===== config.mk =====
export PLATFORM = sky130hd
export DESIGN_NAME = otbn_pq_bf_seq
export DESIGN_NICKNAME = d
export VERILOG_FILES = /design/src/rtl/otbn_pq_pkg.sv /design/src/rtl/otbn_pq_bf_seq.sv
export SDC_FILE = /design/constraint.sdc
export NUM_CORES = 1
export LEC_CHECK = 0
export BUFFER_PORTS_ARGS = -buffer_cell sky130_fd_sc_hd__buf_2
export CORE_MARGIN = 5
export CORE_UTILIZATION = 45
export DETAILED_ROUTE_END_ITERATION = 8
export PLACE_DENSITY = 0.64
export SLEW_MARGIN = 20
export SYNTH_ARGS = -nofsm -noshare
export SYNTH_HDL_FRONTEND = slang
export SYNTH_SLANG_ARGS = --single-unit

===== constraint.sdc =====
create_clock -name clk_i -period 14.8 [get_ports clk_i]
set_input_delay 0.74 -clock clk_i [delete_from_list [all_inputs] [get_ports clk_i]]
set_output_delay 0.74 -clock clk_i [all_outputs]
set_load 0.005 [all_outputs]

===== src/rtl/otbn_pq_pkg.sv =====
// Shared types and index helpers for the PQ butterfly datapath.
// Pure definitions: no latency, no flow control.
package otbn_pq_pkg;

    localparam int unsigned PqWlen        = 256;
    localparam int unsigned PqLen         = 32;
    localparam int unsigned PqCoeffIdxW   = 8;
    localparam int unsigned PqWordsPerWdr = PqWlen / PqLen;
    localparam int unsigned PqTwIdxW      = 8;

    typedef enum logic [1:0] {
        BfSeqIdle,
        BfSeqRun,
        BfSeqDone
    } bf_seq_state_e;

    typedef struct packed {
        logic [4:0] wdr;
        logic [2:0] w_sel;
    } bf_loc_t;

    typedef struct packed {
        logic [4:0]          wdr_a;
        logic [2:0]          w_sel_a;
        logic [4:0]          wdr_b;
        logic [2:0]          w_sel_b;
        logic [PqTwIdxW-1:0] tw_idx;
        logic                tw_update;
        logic                last;
    } bf_cmd_t;

    // Coefficient index -> (WDR, word); the WDR index wraps mod 32 by design.
    function automatic bf_loc_t coeff_to_wdr_word(input logic [4:0]             wdr_base,
                                                  input logic [PqCoeffIdxW-1:0] idx,
                                                  input int unsigned            wsel_w);
        bf_loc_t                loc;
        logic [PqCoeffIdxW-1:0] word_mask;
        word_mask = PqCoeffIdxW'((1 << wsel_w) - 1);
        loc.wdr   = wdr_base + 5'(idx >> wsel_w);
        loc.w_sel = 3'(idx & word_mask);
        return loc;
    endfunction

endpackage


===== src/rtl/otbn_pq_bf_seq.sv =====
// Walks all butterfly pairs of one NTT/INTT layer and issues one command per cycle.
// Latency: first command 1 cycle after start; registered outputs. Holds command while !bf_ready_i.
// Backpressure: k only advances on valid&&ready; abort wins over everything.
module otbn_pq_bf_seq
    import otbn_pq_pkg::*;
#(
    parameter int unsigned PQLEN   = 32,
    parameter int unsigned LogNMax = 8,
    parameter int unsigned TwIdxW  = 8
) (
    input  logic              clk_i,
    input  logic              rst_ni,
    input  logic              start_i,
    input  logic              abort_i,
    input  logic [3:0]        log_n_i,
    input  logic [3:0]        log_len_i,
    input  logic [4:0]        wdr_base_i,
    input  logic [TwIdxW-1:0] tw_base_i,
    output logic              bf_valid_o,
    input  logic              bf_ready_i,
    output logic [4:0]        wdr_a_o,
    output logic [2:0]        w_sel_a_o,
    output logic [4:0]        wdr_b_o,
    output logic [2:0]        w_sel_b_o,
    output logic [TwIdxW-1:0] tw_idx_o,
    output logic              tw_update_o,
    output logic              last_o,
    output logic              busy_o,
    output logic              done_o,
    output logic              cfg_err_o
);

    localparam int unsigned WselW = $clog2(PqWlen / PQLEN);

    bf_seq_state_e          state_q;
    logic [PqCoeffIdxW-1:0] k_q;
    logic [3:0]             log_n_q;
    logic [3:0]             log_len_q;
    logic [4:0]             wdr_base_q;
    logic [TwIdxW-1:0]      tw_base_q;
    bf_cmd_t                cmd_q;
    logic                   valid_q;
    logic                   busy_q;
    logic                   done_q;
    logic                   cfg_err_q;
    logic                   cfg_legal;

    assign cfg_legal = (log_n_i != 4'd0) && ({28'd0, log_n_i} <= LogNMax) &&
                       (log_len_i < log_n_i);

    // Command for butterfly k: pairs (j, j+len) inside group k>>log_len.
    function automatic bf_cmd_t make_cmd(input logic [PqCoeffIdxW-1:0] k,
                                         input logic [3:0]             ln,
                                         input logic [3:0]             ll,
                                         input logic [4:0]             wb,
                                         input logic [TwIdxW-1:0]      tb);
        bf_cmd_t                cmd;
        logic [PqCoeffIdxW-1:0] len;
        logic [PqCoeffIdxW-1:0] group;
        logic [PqCoeffIdxW-1:0] pos;
        logic [PqCoeffIdxW-1:0] idx_a;
        logic [PqCoeffIdxW-1:0] idx_b;
        logic [PqCoeffIdxW-1:0] half;
        logic [TwIdxW-1:0]      tw;
        bf_loc_t                loc_a;
        bf_loc_t                loc_b;
        len   = PqCoeffIdxW'(1) << ll;
        group = k >> ll;
        pos   = k & (len - PqCoeffIdxW'(1));
        idx_a = (group << (ll + 4'd1)) | pos;
        idx_b = idx_a + len;
        half  = PqCoeffIdxW'(1) << (ln - 4'd1);
        tw    = tb + TwIdxW'(group);
        loc_a = coeff_to_wdr_word(wb, idx_a, WselW);
        loc_b = coeff_to_wdr_word(wb, idx_b, WselW);
        cmd.wdr_a     = loc_a.wdr;
        cmd.w_sel_a   = loc_a.w_sel;
        cmd.wdr_b     = loc_b.wdr;
        cmd.w_sel_b   = loc_b.w_sel;
        cmd.tw_idx    = PqTwIdxW'(tw);
        cmd.tw_update = (pos == '0);
        cmd.last      = (k == half - PqCoeffIdxW'(1));
        return cmd;
    endfunction

    always_ff @(posedge clk_i or negedge rst_ni) begin
        if (!rst_ni) begin
            state_q    <= BfSeqIdle;
            k_q        <= '0;
            log_n_q    <= '0;
            log_len_q  <= '0;
            wdr_base_q <= '0;
            tw_base_q  <= '0;
            cmd_q      <= '0;
            valid_q    <= 1'b0;
            busy_q     <= 1'b0;
            done_q     <= 1'b0;
            cfg_err_q  <= 1'b0;
        end else begin
            done_q    <= 1'b0;
            cfg_err_q <= 1'b0;
            if (abort_i) begin
                state_q <= BfSeqIdle;
                k_q     <= '0;
                cmd_q   <= '0;
                valid_q <= 1'b0;
                busy_q  <= 1'b0;
            end else begin
                case (state_q)
                    BfSeqIdle: begin
                        if (start_i && cfg_legal) begin
                            state_q    <= BfSeqRun;
                            k_q        <= '0;
                            log_n_q    <= log_n_i;
                            log_len_q  <= log_len_i;
                            wdr_base_q <= wdr_base_i;
                            tw_base_q  <= tw_base_i;
                            cmd_q      <= make_cmd('0, log_n_i, log_len_i, wdr_base_i, tw_base_i);
                            valid_q    <= 1'b1;
                            busy_q     <= 1'b1;
                        end else if (start_i) begin
                            cfg_err_q <= 1'b1;
                        end
                    end
                    BfSeqRun: begin
                        if (valid_q && bf_ready_i) begin
                            if (cmd_q.last) begin
                                state_q <= BfSeqDone;
                                k_q     <= '0;
                                cmd_q   <= '0;
                                valid_q <= 1'b0;
                                busy_q  <= 1'b0;
                                done_q  <= 1'b1;
                            end else begin
                                k_q   <= k_q + PqCoeffIdxW'(1);
                                cmd_q <= make_cmd(k_q + PqCoeffIdxW'(1), log_n_q, log_len_q,
                                                  wdr_base_q, tw_base_q);
                            end
                        end
                    end
                    BfSeqDone: state_q <= BfSeqIdle;
                    default:   state_q <= BfSeqIdle;
                endcase
            end
        end
    end

    assign bf_valid_o  = valid_q;
    assign wdr_a_o     = cmd_q.wdr_a;
    assign w_sel_a_o   = cmd_q.w_sel_a;
    assign wdr_b_o     = cmd_q.wdr_b;
    assign w_sel_b_o   = cmd_q.w_sel_b;
    assign tw_idx_o    = TwIdxW'(cmd_q.tw_idx);
    assign tw_update_o = cmd_q.tw_update;
    assign last_o      = cmd_q.last;
    assign busy_o      = busy_q;
    assign done_o      = done_q;
    assign cfg_err_o   = cfg_err_q;

endmodule


Word-level counts from Yosys, hierarchy flattened
Cells that the tools add are included.
Word-level totals
  register bits: 60
  output and inout port bits: 30
  word-level logic and storage cells: 91
  bits of input ports: 26
Operators by class
  $lt $le $gt $ge: 2
  equality and inequality tests: 5
  add/sub/neg operators: 16
  reductions and logical operators: 13
  shift operators: 8
  muxes and demuxes: 28
  bitwise gates (word level): 3
Operator list (number)
  $mux W26: 4
  $pmux W26 S2: 1
  $add A8 B8 Y8: 4
  $mux W8: 4
  $shl A1 B4 Y8 const A: 4
  $sub A8 B1 Y8 const B: 3
  $add A5 B5 Y5: 4
  $logic_not A8 Y1: 2
  $pmux W8 S2: 1
  $shl A8 B4 Y8: 2
  $mux W1: 12
  $ne A3 B3 Y1 const B: 3
  $reduce_and A3 Y1: 3
  $add A4 B1 Y4 const B: 2
  $add A8 B1 Y8 const B: 1
  $and A8 B8 Y8: 1
  $eq A8 B8 Y1: 1
  $mux W2: 4
  $or A8 B8 Y8: 1
  $shr A1 B4 Y8 const A: 1
  $shr A8 B4 Y8: 1
  $sub A4 B1 Y4 const B: 2
  $le A4 B4 Y1 const B: 1
  $logic_and A1 B1 Y1: 4
  9 further kinds: 9

Longest topological paths before layout
  depth after elaboration: 10
  mapped depth: 26
  mapped depth without buffers: 25

Worst setup path after synthesis
Ideal clock, no wire load.
  kind: reg2reg
  start point: register k_q[1]
  end point: register cmd_q (netlist bit wdr_b_o[4])
  cell stages (with the launch flop): 27
  path buffers: 1
  slack: 10002 ps
  data arrival time: 4703 ps
  setup time: 96 ps
  required time: 14704 ps
  clock period less this slack: 4798 ps
  path through: dfrtp_1 ha_1 nand3_2 or3_4 and2_1 buf_6 mux2_2 o22ai_1 nand3_1 o22ai_1 ha_1 inv_1 fa_1 nor2b_1 o21ai_0 nand2b_1 xor2_1 inv_1 fa_1 inv_1 a21o_1 a21oi_1 xnor2_1 xnor2_1 nor2b_1 mux2i_1 a311oi_2
Between the ends
  longest elaborated chain between the ends: 10
  elaborated cells between the ends (all ways): 11
  those cells by class: 3 x add/sub; 2 x shift; 4 x mux; 2 x bitwise
RTL lines
  from (decl): line otbn_pq_bf_seq.sv:36  | logic [PqCoeffIdxW-1:0] k_q;
  from (signal assigned): line otbn_pq_bf_seq.sv:135  | k_q <= k_q + PqCoeffIdxW'(1);
  $add A8 B1 Y8 *: line otbn_pq_bf_seq.sv:136  | cmd_q <= make_cmd(k_q + PqCoeffIdxW'(1), log_n_q, log_len_q,
  $shr A8 B4 Y8: line otbn_pq_bf_seq.sv:68  | group = k >> ll;
  $shl A8 B4 Y8: line otbn_pq_bf_seq.sv:70  | idx_a = (group << (ll + 4'd1)) | pos;
  $or A8 B8 Y8 *: line otbn_pq_bf_seq.sv:70
  $add A8 B8 Y8 *: line otbn_pq_bf_seq.sv:71  | idx_b = idx_a + len;
  $add A5 B5 Y5 *: line otbn_pq_pkg.sv:39  | loc.wdr = wdr_base + 5'(idx >> wsel_w);
  $mux W26 *: line otbn_pq_bf_seq.sv:127  | if (cmd_q.last) begin
  $mux W26 *: line otbn_pq_bf_seq.sv:126  | if (valid_q && bf_ready_i) begin
  $pmux W26 S2 *: line otbn_pq_bf_seq.sv:109  | case (state_q)
  $mux W26 *: line otbn_pq_bf_seq.sv:102  | if (abort_i) begin
  to (signal assigned): line otbn_pq_bf_seq.sv:118  | cmd_q <= make_cmd('0, log_n_i, log_len_i, wdr_base_i, tw_base_i);
  to (signal assigned): line otbn_pq_bf_seq.sv:136
  to (decl): line otbn_pq_bf_seq.sv:41  | bf_cmd_t cmd_q;
Mark *: on every way between the ends. The rest lies on a longest branch, timed or not. The select of a mux whose other input is x is not followed.
A chain may end at the register's enable or synchronous reset.

Worst setup path after layout
  start point: register k_q[0]
  end point: register cmd_q (netlist bit wdr_b_o[4])
The elaborated chain is that of the path after synthesis.

==> run summary <==
Status = finished clean
Initial core utilization = 46.4%
Slew Limit Fails = 0
CP max stage delay = 0.56 ns
Place WS = 9.23 ns
Clk pwr share = 22.8%
DRT Pass-1 Iters = 5
Post-CTS Setup Bufs = 0
Diodes inserted = 0
Post-cts resize count = 0
Worst path bufs/invs = 3
Rows = 38
Ys async rst share = 100%
Switching part of the total = 43.2%
Layout cells sized above 1 = 17.0%
GRT Util Overall = 23.5%
Req. time, crit path = 15.04 ns
Setup TNS = 0 ns
Peak VDD IR = 0.0708 mV
Clock sink count = 60
Core area = 0.0109 mm^2
DRC viols = 0
PnR worst setup slack = 9.18 ns
Top-level I/O count = 56
Cts bufs inserted = 9
Vias in the first global route = 4,599
Unrepaired setup endpoints after global routing = false
Worst clock skew = 0.00537 ns
Hold Crit Class = reg2reg
Synth top area cells = dfrtp_1, ha_1, nand2_1, xnor2_1, nor2_1
Register share of total power = 25.9%
Share of the synthesized area in the top cell type = 29.6%
Primary FF master, synth = dfrtp_1
R2R setup slack = 9.18 ns
Pin count of the biggest net entering global routing = 61
CP endpoint kind = flip-flop
Worst setup path end = wdr_b_o[4]
Synth top cells by count = nand2_1, dfrtp_1, nor2_1, ha_1, inv_1
Synth warn = 0
Maximum clock path buffer count = 2
Crit path depth = 25
Die W = 116 um
Leak = 2.72 nW
Cell count after synthesis = 592
R2R Path End = wdr_b_o[4]
Critical Path Source Type = flip-flop
Max cap viols = 0
Final HPWL DP = 11.2 mm
Kind of critical path = reg2reg
Tcrit/Tclk final = 38.0%
Top routing layer used = met4
Number of H-tree levels = 3
CTS Root Cell = clkbuf_16
First-pass GRT wire length = 24.4 mm
Worst-path clk slew = 0.05 ns
Slew margin rel. = 27.8%
Final Critical Period = 5.62 ns
DR WL met3 = 902 um
GP Congestion = 0.990
FF+latch count, synth = 60
Worst-Margin Slew = 1.08 ns
Internal power = 518 uW
Power, Total = 911 uW
Seq/Total Area, Yosys = 29.6%
Initial antenna violation count = 0
CP most frequent cell = inv_1
Final setup violation count = 0
First DRT Iteration DRCs = 396
PwrDens = 161 mW/mm^2
Gr ovfl total = 0
Post-Syn Nets = 661
Critical path arrival = 5.87 ns
Met1 wire length = 6.94 mm
Worst Setup SP = k_q[0]
Worst R2R Path Depth = 25
Post-synth top area cell = dfrtp_1
Psw = 393 uW
CTS Hold Bufs = 0
Crit path max-delay cell type = dfrtp_1
PortBufs = 55
Worst-path maximum fanout = 11
Total number of vias = 4,655
Length of routed met2 wiring = 6.98 mm
Die ar. = 0.0135 mm^2
Die height = 116 um
Most common cell in the netlist = nand2_1
Antenna-violating nets left = 0
CP top delay family = simple AND/OR/NAND/NOR gates
Routed len/inst = 19.8 um
Number of enable flip-flop cells after synthesis = 0
Fmax = 178 MHz
Nets = 694
Synth unique cells = 79
CTS tree = built
Comb pwr share = 51.3%
Final Hold Viols = 0
Post-Route WL = 15.2 mm
Worst-skew pair later-pin latency = 0.33 ns
Vias per Instance = 6.05
Synthesized cell area = 0.00507 mm^2
Syn avg cell area = 8.57 um^2
Crit Reg-Reg Startpoint = k_q[0]
Area Overhead vs Synth = 11.8%
worst min-delay path, delay by kind of cell (launching register included):
family,cells,cell delay [ns]
compound gates,1,0.06
flops,1,0.34
simple gates,1,0.05
state kept, by name (all words and copies together) (netlist names):
name and flops:
busy_o 1, log_len_q 4, wdr_a_o 5, state_q 2, cfg_err_o 1, tw_idx_o 8, w_sel_b_o 3, w_sel_a_o 3
log_n_q 4, last_o 1, wdr_base_q 5, k_q 8, tw_update_o 1, done_o 1, wdr_b_o 5, tw_base_q 8
area by class of cell:
cell class              count  area (um^2)
clock buffers              13          250
clock inverters             2         35.0
fillers                  1050         5270
inverters                  30          113
multi-input cells         465         3290
flip-flops and latches     60         1500
well taps                 140          175
repair buffers             59          305
power groups by stage:
stage | logic, mW | clock network (mW) | registers [mW]
2_1_floorplan | 0.361 | 0 | 0.215
3_3_place_gp | 0.457 | 0 | 0.237
3_5_place_dp | 0.457 | 0 | 0.238
4_1_cts | 0.461 | 0.212 | 0.235
5_1_grt | 0.517 | 0.220 | 0.241
6_report | 0.467 | 0.208 | 0.236
per-stage QoR:
| stage | instances | util [%] | hold slack (ns) | instance area (um^2) |
|---|---|---|---|---|
| floorplan | 592 | - | 0.444 | 5070 |
| global placement | 754 | 49.2 | 0.464 | 5390 |
| detailed placement | 754 | 49.2 | 0.472 | 5390 |
| CTS | 769 | 51.9 | 0.484 | 5670 |
| global route | 769 | 51.9 | 0.507 | 5670 |
| finish | 769 | 51.9 | 0.482 | 5670 |
kinds of logic (layout without fill, tap and decap cells):
logic type      count (synthesis)  after routing  share of synthesized area (%)
mux                            13             13                           3.26
xor+xnor                       42             42                           7.77
simple gates                  228            228                           21.9
flops                          60             60                           29.6
buf+inv                        67            104                           5.65
compound gates                139            139                           20.5
fa+ha+maj                      43             43                           11.3
placed cells by master (no fill, tap or decap), drive strengths merged, types with 6 or more instances in the layout:
master	n
and2	7
nor2b	6
or2	6
dfrtp	60
nor3	21
xor2	18
inv	29
o21ai	30
nand2b	8
clkbuf	13
nor2	51
a21oi	20
nand3	18
xnor2	24
ha	38
nand4	6
a221oi	8
mux2	8
nand2	80
a21o	13
buf	59
routing by layer:
layer,up-vias,track usage (%)
met5,-,0
met4,0,9.36
met3,28,3.89
met2,183,36.4
met1,2257,32.8
li1,2187,-
worst min-delay path by stage:
stage | cells after the start | endpoint | slack, ns | from
final | 2 | tw_idx_o[1] | 0.48 | tw_idx_o[1]
after global routing | 1 | w_sel_a_o[0] | 0.51 | w_sel_a_o[0]
after CTS | 2 | tw_base_q[6] | 0.48 | tw_base_q[6]
after detailed placement | 2 | tw_base_q[6] | 0.47 | tw_base_q[6]
after global placement | 2 | tw_idx_o[1] | 0.46 | tw_idx_o[1]
after floorplan | 0 | busy_o | 0.44 | rst_ni
No activity file was read; power rests on OpenSTA's default activity.
